### config.mk
export PLATFORM = sky130hd
export DESIGN_NAME = ebpc_znz_expander
export DESIGN_NICKNAME = d
export VERILOG_FILES = /design/src/rtl/ebpc_pkg.sv /design/src/rtl/ebpc_hs_reg.sv /design/src/rtl/ebpc_znz_expander.sv
export SDC_FILE = /design/constraint.sdc
export NUM_CORES = 1
export LEC_CHECK = 0
export ABC_CLOCK_PERIOD_IN_PS = 3200
export BUFFER_PORTS_ARGS = -buffer_cell sky130_fd_sc_hd__clkbuf_2
export CAP_MARGIN = 20
export CORE_MARGIN = 4
export CORE_UTILIZATION = 54
export CTS_BUF_LIST = sky130_fd_sc_hd__clkbuf_16
export CTS_CLUSTER_SIZE = 10
export DETAILED_ROUTE_END_ITERATION = 10
export PLACE_DENSITY = 0.79
export SYNTH_ARGS = -nofsm -noshare
export SYNTH_HDL_FRONTEND = slang
export SYNTH_SLANG_ARGS = --single-unit
### constraint.sdc
create_clock -name clk_i -period 3.2 [get_ports clk_i]
set_input_delay 0.64 -clock clk_i [delete_from_list [all_inputs] [get_ports clk_i]]
set_output_delay 0.64 -clock clk_i [all_outputs]
set_load 0.005 [all_outputs]
### src/rtl/ebpc_pkg.sv
`default_nettype none
// ============================================================================
//  Module      : ebpc_pkg
//  Description : Shared constants and types for the EBPC decoder stages.
//  Revision    : 1.0  initial parametrised release
// ============================================================================
package ebpc_pkg;

  // Width of packet word counts used throughout the decoder family
  localparam int LOG_MAX_WORDS = 16;

  // Control state of the zero/non-zero expansion stage
  typedef enum logic [1:0] {
    IDLE   = 2'd0,
    EXPAND = 2'd1,
    BYPASS = 2'd2
  } znz_state_t;

endpackage
`default_nettype wire

### src/rtl/ebpc_hs_reg.sv
`default_nettype none
// ============================================================================
//  Module      : ebpc_hs_reg
//  Description : Single-entry valid/ready output register. Holds its payload
//                while the consumer stalls and may reload in the same cycle it
//                drains, so a stream passes at one word per cycle.
//  Revision    : 1.0  initial release
// ============================================================================
module ebpc_hs_reg #(
  parameter int WIDTH = 9
) (
  input  logic             clk_i,
  input  logic             rst_i,
  input  logic             load_i,
  input  logic [WIDTH-1:0] data_i,
  output logic [WIDTH-1:0] data_o,
  output logic             vld_o,
  input  logic             rdy_i,
  output logic             out_free_o
);

  logic [WIDTH-1:0] r_data;
  logic             r_vld;

  // The slot can take a new word when empty or when it is draining this cycle
  assign out_free_o = !r_vld || rdy_i;
  assign data_o     = r_data;
  assign vld_o      = r_vld;

  // Payload/valid register: load has priority, otherwise drain on ready
  always_ff @(posedge clk_i) begin
    if (rst_i) begin
      r_vld  <= 1'b0;
      r_data <= '0;
    end else if (load_i) begin
      r_vld  <= 1'b1;
      r_data <= data_i;
    end else if (rdy_i) begin
      r_vld  <= 1'b0;
    end
  end

endmodule
`default_nettype wire

### src/rtl/ebpc_znz_expander.sv
`default_nettype none
// ============================================================================
//  Module      : ebpc_znz_expander
//  Description : Merges a zero/non-zero bitmask stream with a stream of
//                non-zero values into a dense word stream with per-packet
//                last. Supports a bypass mode where values pass unchanged.
//  Revision    : 1.0  initial parametrised release
// ============================================================================
module ebpc_znz_expander
  import ebpc_pkg::*;
#(
  parameter int DATA_W = 8,
  parameter int MASK_W = 8,
  parameter int LOG_W  = LOG_MAX_WORDS
) (
  input  logic              clk_i,
  input  logic              rst_i,
  input  logic [LOG_W-1:0]  num_words_i,
  input  logic              mode_i,
  input  logic              num_words_vld_i,
  output logic              num_words_rdy_o,
  input  logic [MASK_W-1:0] znz_i,
  input  logic              znz_vld_i,
  output logic              znz_rdy_o,
  input  logic [DATA_W-1:0] val_i,
  input  logic              val_vld_i,
  output logic              val_rdy_o,
  output logic [DATA_W-1:0] data_o,
  output logic              last_o,
  output logic              vld_o,
  input  logic              rdy_i
);

  localparam int               BIT_W      = $clog2(MASK_W);
  localparam logic [BIT_W-1:0] C_LAST_BIT = BIT_W'(MASK_W - 1);

  znz_state_t        r_state;
  znz_state_t        w_state_nxt;
  logic [LOG_W-1:0]  r_rem;
  logic [BIT_W-1:0]  r_bit_idx;
  logic [MASK_W-1:0] r_mask;
  logic              r_mask_vld;

  logic              w_out_free;
  logic              w_cur_bit;
  logic              w_rem_last;
  logic              w_wrap;
  logic              w_step;
  logic              w_load;
  logic [DATA_W-1:0] w_word;
  logic [DATA_W:0]   w_load_data;
  logic [DATA_W:0]   w_out_bus;
  logic              w_hdr_xfer;
  logic              w_znz_xfer;
  logic              w_val_xfer;

  assign w_cur_bit  = r_mask[r_bit_idx];
  assign w_rem_last = (r_rem == LOG_W'(1));
  assign w_wrap     = (r_bit_idx == C_LAST_BIT);
  assign w_hdr_xfer = num_words_vld_i && num_words_rdy_o;
  assign w_znz_xfer = znz_vld_i && znz_rdy_o;
  assign w_val_xfer = val_vld_i && val_rdy_o;

  // Next state, ready outputs and output-register load; all default idle
  always_comb begin
    w_state_nxt     = r_state;
    num_words_rdy_o = 1'b0;
    znz_rdy_o       = 1'b0;
    val_rdy_o       = 1'b0;
    w_step          = 1'b0;
    w_load          = 1'b0;
    w_word          = '0;
    case (r_state)
      IDLE: begin
        num_words_rdy_o = 1'b1;
        // An empty packet is accepted but produces nothing
        if (num_words_vld_i && (num_words_i != '0)) begin
          w_state_nxt = mode_i ? BYPASS : EXPAND;
        end
      end
      EXPAND: begin
        // A zero bit advances without a value; a one bit waits for one
        w_step    = r_mask_vld && w_out_free && (!w_cur_bit || val_vld_i);
        // Pre-fetch the next mask on the wrap step so spanning packets
        // keep streaming without a bubble
        znz_rdy_o = !r_mask_vld
                    || (w_step && w_wrap && (r_rem > LOG_W'(1)));
        val_rdy_o = r_mask_vld && w_cur_bit && w_out_free;
        w_load    = w_step;
        w_word    = w_cur_bit ? val_i : '0;
        if (w_step && w_rem_last) begin
          w_state_nxt = IDLE;
        end
      end
      BYPASS: begin
        val_rdy_o = w_out_free;
        w_load    = val_vld_i && w_out_free;
        w_word    = val_i;
        if (w_load && w_rem_last) begin
          w_state_nxt = IDLE;
        end
      end
      default: begin
        w_state_nxt = IDLE;
      end
    endcase
    // Nothing is accepted while reset is asserted
    if (rst_i) begin
      num_words_rdy_o = 1'b0;
      znz_rdy_o       = 1'b0;
      val_rdy_o       = 1'b0;
    end
  end

  assign w_load_data = {w_rem_last, w_word};

  // State register
  always_ff @(posedge clk_i) begin
    if (rst_i) begin
      r_state <= IDLE;
    end else begin
      r_state <= w_state_nxt;
    end
  end

  // Word counter, mask holding register and bit pointer
  always_ff @(posedge clk_i) begin
    if (rst_i) begin
      r_rem      <= '0;
      r_bit_idx  <= '0;
      r_mask     <= '0;
      r_mask_vld <= 1'b0;
    end else begin
      case (r_state)
        IDLE: begin
          if (w_hdr_xfer) begin
            r_rem      <= num_words_i;
            r_mask_vld <= 1'b0;
            r_bit_idx  <= '0;
          end
        end
        EXPAND: begin
          if (w_znz_xfer) begin
            r_mask     <= znz_i;
            r_mask_vld <= 1'b1;
          end
          if (w_step) begin
            r_rem     <= r_rem - LOG_W'(1);
            r_bit_idx <= r_bit_idx + BIT_W'(1);
            // Leftover mask bits of a finished packet are discarded so the
            // next packet always starts on a fresh mask word
            if (w_rem_last) begin
              r_mask_vld <= 1'b0;
              r_bit_idx  <= '0;
            end else if (w_wrap && !w_znz_xfer) begin
              r_mask_vld <= 1'b0;
            end
          end
        end
        BYPASS: begin
          if (w_val_xfer) begin
            r_rem <= r_rem - LOG_W'(1);
          end
        end
        default: begin
        end
      endcase
    end
  end

  ebpc_hs_reg #(
    .WIDTH (DATA_W + 1)
  ) u_out_reg (
    .clk_i      (clk_i),
    .rst_i      (rst_i),
    .load_i     (w_load),
    .data_i     (w_load_data),
    .data_o     (w_out_bus),
    .vld_o      (vld_o),
    .rdy_i      (rdy_i),
    .out_free_o (w_out_free)
  );

  assign data_o = w_out_bus[DATA_W-1:0];
  assign last_o = w_out_bus[DATA_W];

endmodule
`default_nettype wire

## Word-level counts from Yosys, hierarchy flattened

Cells that the tools add are included.

- Logic and storage cells: 85
- Memory bits (read-only): 0
- Output and inout port bits: 13
- Bits in latches: 0
- Memories kept: 0
- Flip-flop bits (word level): 40
- Bits in writable memories: 0

- Multiplexer cells: 33
- $add $sub $neg: 2
- Multiply operators: 0
- $lt $le $gt $ge: 2
- Bitwise logic cells: 0
- Reductions and logical operators: 31
- Shift operators: 0
- Divide/modulo/power cells: 0
- Equal/unequal tests: 10

Operators with widths:

| kind | count |
|---|---|
| 16-bit 2-to-1 mux | 3 |
| 16-bit case mux with 3 select lines | 1 |
| 16-bit by 1-bit == test with 1-bit output, second input constant | 1 |
| 16-bit by 1-bit > comparator with 1-bit output, second input constant | 1 |
| 8-bit case mux with 2 select lines | 1 |
| 16-bit nonzero test | 1 |
| 16-bit by 1-bit subtractor with 16-bit output, second input constant | 1 |
| 1-bit logical AND | 14 |
| 1-bit 2-to-1 mux | 14 |
| 2-bit != test, second input constant | 6 |
| 3-bit 2-to-1 mux | 3 |
| 2-bit 2-to-1 mux | 4 |
| 8-bit 2-to-1 mux | 1 |
| 1-bit case mux with 2 select lines | 3 |
| 2-bit case mux with 3 select lines | 1 |
| 3-bit case mux with 2 select lines | 1 |
| 3-bit AND reduction | 2 |
| 1-bit zero test | 4 |
| 3-bit by 4-bit less-than comparator with 1-bit output, second input constant | 1 |
| 2-bit AND reduction | 2 |
| 4-bit AND reduction | 1 |
| 2-bit nonzero test | 2 |
| 3-bit by 1-bit adder with 3-bit output, second input constant | 1 |
| 1-bit binary-select mux with 3-bit select | 1 |
| 6 further kinds | 8 |

## Depth between registers and ports, before layout

Gate-level depths: netlist of run 1.

- Word-level depth: 17
- Depth in mapped cells: 8

## Cells and area by module

From an unflattened synthesis of run 1, not the netlist that was laid out.

- Cells, all modules: 305
- Area total of the unflattened synthesis: 2581.2 sq um

By module, submodules not included:

| module | instances | sequential area each (sq um) | cells each | area an instance (sq um) |
|---|---|---|---|---|
| ebpc_znz_expander | 1 | 600.6 | 272 | 2225.9 |
| ebpc_hs_reg | 1 | 200.2 | 33 | 355.3 |

## Worst setup path before layout of run 1

OpenSTA, ideal clock, no wires.

- Path kind: register to register
- From: reg r_bit_idx[0]
- To: reg r_state[0]
- Stages on the path, launching flop included: 7
- Path buffers: 1
- Clock period less this slack: 2.216 ns
- Arrival time: 2.079 ns
- Setup slack: 0.984 ns
- Cell sequence: dfxtp_1 mux4_2 mux2_4 a21o_1 clkbuf_1 o41ai_1 o41ai_2

- Longest elaborated chain between the ends: 8

RTL lines:

| element | RTL line | text |
|---|---|---|
| from (decl) | ebpc_znz_expander.sv:40 | `logic [BIT_W-1:0] r_bit_idx;` |
| from (signal assigned) | ebpc_znz_expander.sv:149 | `r_bit_idx <= r_bit_idx + BIT_W'(1);` |
| 1-bit binary-select mux with 3-bit select | ebpc_znz_expander.sv:57 | `assign w_cur_bit = r_mask[r_bit_idx];` |
| 1-bit 2-to-1 mux (not written as such) | ebpc_znz_expander.sv:57 |  |
| 1-bit zero test | ebpc_znz_expander.sv:83 | `w_step = r_mask_vld && w_out_free && (!w_cur_bit \|\| val_vld_i);` |
| 1-bit logical OR | ebpc_znz_expander.sv:83 |  |
| 1-bit logical AND | ebpc_znz_expander.sv:83 |  |
| 1-bit logical AND | ebpc_znz_expander.sv:91 | `if (w_step && w_rem_last) begin` |
| 2-bit != test (no source line) | n/a |  |
| 3-bit AND reduction (no source line) | n/a |  |
| to (signal assigned) | ebpc_znz_expander.sv:122 | `r_state <= w_state_nxt;` |
| to (decl) | ebpc_znz_expander.sv:37 | `znz_state_t r_state;` |

No other way between the ends. The select of a mux whose other input is x is not followed.
A chain may end at the register's enable or synchronous reset.

## Worst setup path in the final report of run 1

- From: reg r_state[1]
- To: out znz_rdy_o

- Longest elaborated chain between the ends: 3

RTL lines:

| element | RTL line | text |
|---|---|---|
| 2-bit by 1-bit == test with 1-bit output | ebpc_znz_expander.sv:73 | `case (r_state)` |
| 1-bit 2-to-1 mux | ebpc_znz_expander.sv:73 |  |
| 1-bit 2-to-1 mux | ebpc_znz_expander.sv:108 | `if (rst_i) begin` |
| to (decl) | ebpc_znz_expander.sv:24 | `output logic znz_rdy_o,` |

No other way between the ends.

==> impl_metrics.tcl, run 1 <==
set metrics [dict create \
    p_per_area_mw_per_mm2 984 \
    grt_pass1_wl_mm 10.3 \
    synth_cell_type_count 55 \
    cts-htree-levels 2 \
    grt_max_degree 24 \
    synth_top_area_cell "dfxtp_1" \
    critPathKind "flop to output port" \
    die_area_sq_mm 0.00553 \
    netlist_instances 280 \
    wl_per_cell_microns 17.5 \
    cp-start-kind "flop" \
    area_growth_pct 18.5 \
    worstMarginPinSlew_ns 0.838 \
    numCtsBuffers 5 \
    root_buffer "clkbuf_16" \
    fin_area_sq_mm 0.00282 \
    cts.clk_slew.worst_paths_ns 0.06 \
    worst-path-buf-inv 2 \
    drive_above_1_share_pct 23.5 \
    drc 0 \
    p_leak_nw 1.13 \
    gr-total-overflow 0 \
    vias 2513 \
    final.min_clock_period_ns 2.81 \
    syn_area_sq_mm 0.00238 \
    synth_area_leaders "dfxtp_1 (34%), a21oi_1 (6.3%), ha_1 (4.2%)" \
    post_cts_resized 0 \
    antenna_cells 0 \
    hold_class "flop to flop" \
    yosys_warnings 0 \
    dr.pass1.iters 5 \
    gp_congestion 0.964 \
    path_delay_family "simple AND/OR/NAND/NOR gates" \
    ys.flop_type "dfxtp_1" \
    slew_headroom_pct 43.7 \
    dieHeight_microns 74.4 \
    synth_nets 327 \
    clock_latency_ns 0.28 \
    async_flop_share_pct 0 \
    cts_tree "done" \
    nNetsFinal 373 \
    place_area_sq_mm 0.00267 \
    reg2reg_from "r_bit_idx[0]" \
    portBuffers 51 \
    synth-seq-cells 40 \
    maxSlewViolCount 0 \
    worstPathArrival_ns 2.17 \
    clockBufferDepth 2 \
    postSynthAreaPerCell_sq_um 8.49 \
    min-delay-start "u_out_reg.data_o[8]" \
    critPathMaxFanout 10 \
    core_sq_mm 0.00412 \
    synth_most_common_cell "dfxtp_1" \
    path_cells "inv_1, ha_1, nor3b_1, nor3_1, nor2_1, clkbuf_2" \
    rows 23 \
    antenna_left 0 \
    grt_pass1_vias 2192 \
    status "finished clean" \
    hold_viol_final 0 \
    cp.required_ns 2.56 \
    grt_setup_unrepaired "no" \
    die_width_microns 74.4 \
    max-vdd-ir-drop_uv 513 \
    wirelength_mm 6.60 \
    period_share_pct 88.0 \
    crit_path_end_kind "output port" \
    start_util_pct 57.8 \
    finalSetupViolCount 0 \
    post-route-util_pct 68.5 \
    power_mw 2.77 \
    cts_hold_buf 0 \
    grt.total_usage_pct 23.7 \
    fin_skew_ns 0.00577 \
    antenna_found_initial 0 \
    synth_edf_count 0 \
    postCtsSetupBuffers 0 \
    cts_sinks 40 \
    hpwlAfterDp_mm 4.68 \
    via_per_inst 6.67 \
    crit_start "r_state[1]" \
    num_io_pins 52 \
    synthTopCellsByCount "dfxtp_1 (40), a21oi_1 (30), clkbuf_1 (17)" \
    fmax_mhz 355 \
    yosysSeqAreaShare_pct 33.7 \
    drtIter0Drc 305 \
    max_stage_delay_ns 0.71 \
    synth_top_area_share_pct 33.7 \
    slowest_stage "nor3_1" \
    tns_ns 0 \
    max_cap_viol_count 0 \
]
logic make-up after synthesis:
family | share of synthesized area, %
buffers and inverters | 4.58
and+or+nand+nor | 19.6
adders and majority gates | 4.21
DFF | 33.7
AOI/OAI and AO/OA | 32.8
muxes | 5.10
area by class of cell:
type | instances | area [sq um]
multi-input cells | 211 | 1470
inverters | 11 | 41.3
well taps | 50 | 62.6
repair buffers | 57 | 300
fillers | 353 | 1300
clock buffers | 5 | 125
flip-flops and latches | 40 | 801
clock inverters | 3 | 18.8
metal layers:
metal / wire length (microns) / GRT usage [%] / vias to the layer above
li1: - / - / 1192
met1: 3040 / 33.7 / 1184
met2: 2970 / 36.0 / 128
met3: 510 / 5.14 / 9
met4: 79 / 7.31 / 0
met5: 0 / 0 / -
state kept, by name (all words and copies together), names as in the netlist:
signal            count
u_out_reg.data_o      9
r_state               2
u_out_reg.vld_o       1
r_mask_vld            1
r_bit_idx             3
r_rem                16
r_mask                8
layout by cell type, fill, tap and decap left out, drive strengths merged, types with 3 or more instances in the layout:
master  count
a211oi      5
a21oi      30
a22o        8
a31oi       4
and3        3
buf         6
clkbuf     56
clkinv      3
dfxtp      40
ha          8
inv        11
mux2i       5
nand2      16
nand2b      3
nand3      16
nor2       15
nor2b       3
nor3        7
nor4        7
o21ai      13
o311ai     11
o31a        3
o31ai      13
o32ai       5
or3         3
tightest hold or removal path, cell delays in order (launching register included):
cell	delay, ns
dfxtp_1	0.31
nand2_1	0.05
mux2i_1	0.06
where the power goes:
group | internal [mW] | switching [mW] | total, mW
clock network | 0.288 | 0.211 | 0.499
registers | 0.602 | 0.107 | 0.710
logic | 0.561 | 1.00 | 1.56
through the flow:
step	cells	hold WS, ns	setup WS [ns]
2_1_floorplan	280	0.451	0.984
3_3_place_gp	369	0.453	0.554
3_5_place_dp	369	0.455	0.553
4_1_cts	377	0.472	0.428
5_1_grt	377	0.485	0.235
6_report	377	0.469	0.385
final timing paths:
path | depth (start not counted) | to | slack [ns]
worst max-delay path | 6 | znz_rdy_o | 0.39
worst min-delay path | 2 | u_out_reg.data_o[8] | 0.47
worst max register to register | 5 | r_state[0] | 0.52
worst min register to register | 2 | u_out_reg.data_o[8] | 0.47
(Power assumes the default switching activity.)
==> inputs of run 2 (changes only) <==
==> constraint.sdc (replaced) <==
create_clock -name clk_i -period 3.2 [get_ports clk_i]
set_input_delay 0 -clock clk_i [delete_from_list [all_inputs] [get_ports clk_i]]
set_output_delay 0 -clock clk_i [all_outputs]
set_load 0.005 [all_outputs]
==> run 2 against run 1 <==
Against the previous run:
- final cell count increased by 4.2%
- utilization increased by 3.8 points
- highest routed layer unchanged
- wire length increased by 4.2%
- die area unchanged
- largest cell class unchanged
==> impl_metrics.tcl, run 2 (synthesized netlist as in run 1, its figures left out) <==
set metrics [dict create \
    hold_class "input pin to flop" \
    multiInputGateArea_sq_mm 0.00147 \
    cts.clk_slew.worst_paths_ns 0.06 \
    rr_worst_depth 5 \
    gr-total-overflow 0 \
    drive_above_1_share_pct 21.3 \
    power_mw 2.76 \
    worstPathArrival_ns 2.92 \
    hpwlAfterDp_mm 4.56 \
    max_cap_viol_count 0 \
    nNetsFinal 389 \
    largest_register "r_rem" \
    num_io_pins 52 \
    antenna_found_initial 0 \
    worstMarginPinSlew_ns 0.822 \
    cts_tree "done" \
    grt_pass1_vias 2351 \
    portBuffers 51 \
    p_per_area_mw_per_mm2 928 \
    max-vdd-ir-drop_uv 491 \
    post-route-util_pct 72.2 \
    fillers 327 \
    fin_area_sq_mm 0.00297 \
    clockBufferDepth 2 \
    status "finished clean" \
    final.min_clock_period_ns 2.77 \
    final_common_cell "clkbuf_2" \
    antenna_cells 0 \
    cts_hold_buf 17 \
    cp-start-kind "flop" \
    tns_ns 0 \
    antenna_left 0 \
    grt.total_usage_pct 26.0 \
    p_leak_nw 1.19 \
    dr.pass1.iters 5 \
    vias 2519 \
    core_sq_mm 0.00412 \
    crit_path_end_kind "flop" \
    cts-htree-levels 2 \
    via_per_inst 6.41 \
    finalSetupViolCount 0 \
    grt_max_degree 35 \
    wl_per_cell_microns 17.5 \
    instances_no_fill 393 \
    area_growth_pct 25.0 \
    place_inst 368 \
    largest_reg_flops 16 \
    critPathMaxFanout 21 \
    holdPathStages 3 \
    fin_skew_ns 0.00330 \
    critPathKind "flop to flop" \
    rows 23 \
    fmax_mhz 361 \
    post_cts_resized 0 \
    die_width_microns 74.4 \
    hold_viol_final 0 \
    slew_headroom_pct 44.8 \
    grt_pass1_wl_mm 11.3 \
    seqCellArea_sq_um 801 \
    place_area_sq_mm 0.00267 \
    maxSlewViolCount 0 \
    cp.required_ns 3.35 \
    wirelength_mm 6.87 \
    final_cell_mix "clkbuf_2 (51), dfxtp_1 (40), a21oi_1 (30)" \
    grt_setup_unrepaired "no" \
    clock_latency_ns 0.28 \
    period_share_pct 86.6 \
    gp_congestion 0.833 \
    postCtsSetupBuffers 0 \
    start_util_pct 57.8 \
    dieHeight_microns 74.4 \
    drc 0 \
    numCtsBuffers 5 \
    drtIter0Drc 376 \
    die_area_sq_mm 0.00553 \
    root_buffer "clkbuf_16" \
    cts_sinks 40 \
]
-- run 2: cell count changes in the layout (fill, tap and decap cells not counted) --
cell,change
dlygate4sd3_1,+17
clkinv_2,-2
inv_1,+2
buf_4,-1
clkinv_1,+1
clkinv_4,-1
-- run 2: layer usage --
layer | part of all wire [%] | global-route usage, % | vias up
met5 | 0 | 0 | -
met4 | 0.64 | 6.32 | 0
met3 | 7.1 | 5.27 | 6
met2 | 49 | 42.6 | 118
met1 | 43 | 35.0 | 1173
li1 | - | - | 1222
-- run 2: through the flow --
| stage | hold WS, ns | setup slack (ns) |
|---|---|---|
| final | 0.0631 | 0.429 |
| after global routing | 0.0946 | 0.384 |
| after CTS | 0.0560 | 0.588 |
| after detailed placement | 0.223 | 0.590 |
| after global placement | 0.215 | 0.674 |
| after floorplan | 0.0990 | 0.984 |
-- run 2: worst max-delay path, cell delays in order, from the launching register on --
cell	delay (ns)
dfxtp_1	0.41
mux4_2	0.54
mux2_4	0.33
a21o_1	0.41
or4_4	0.66
o41ai_2	0.29
-- run 2: path summary, 6_finish.rpt --
| kind | from | end | slack (ns) |
|---|---|---|---|
| min reg2reg | u_out_reg.data_o[8] | u_out_reg.data_o[8] | 0.46 |
| max reg2reg | r_bit_idx[0] | r_state[0] | 0.43 |
| max | r_bit_idx[0] | r_state[0] | 0.43 |
| min | num_words_i[7] | r_rem[7] | 0.06 |
-- run 2: area by class of cell --
type                            instances  area share [%]
Timing Repair Buffer                   73            15.6
Clock buffer                            5            4.21
Sequential cell                        40            26.9
Multi-Input combinational cell        211            49.4
Inverter                               11            1.39
Tap cell                               50            2.10
Clock inverter                          3           0.379
-- run 2: power breakdown --
part	internal (mW)	total [mW]	switching, mW
Sequential	0.603	0.710	0.108
Clock	0.280	0.460	0.180
Combinational	0.584	1.59	1.01
Total	1.47	2.76	1.29
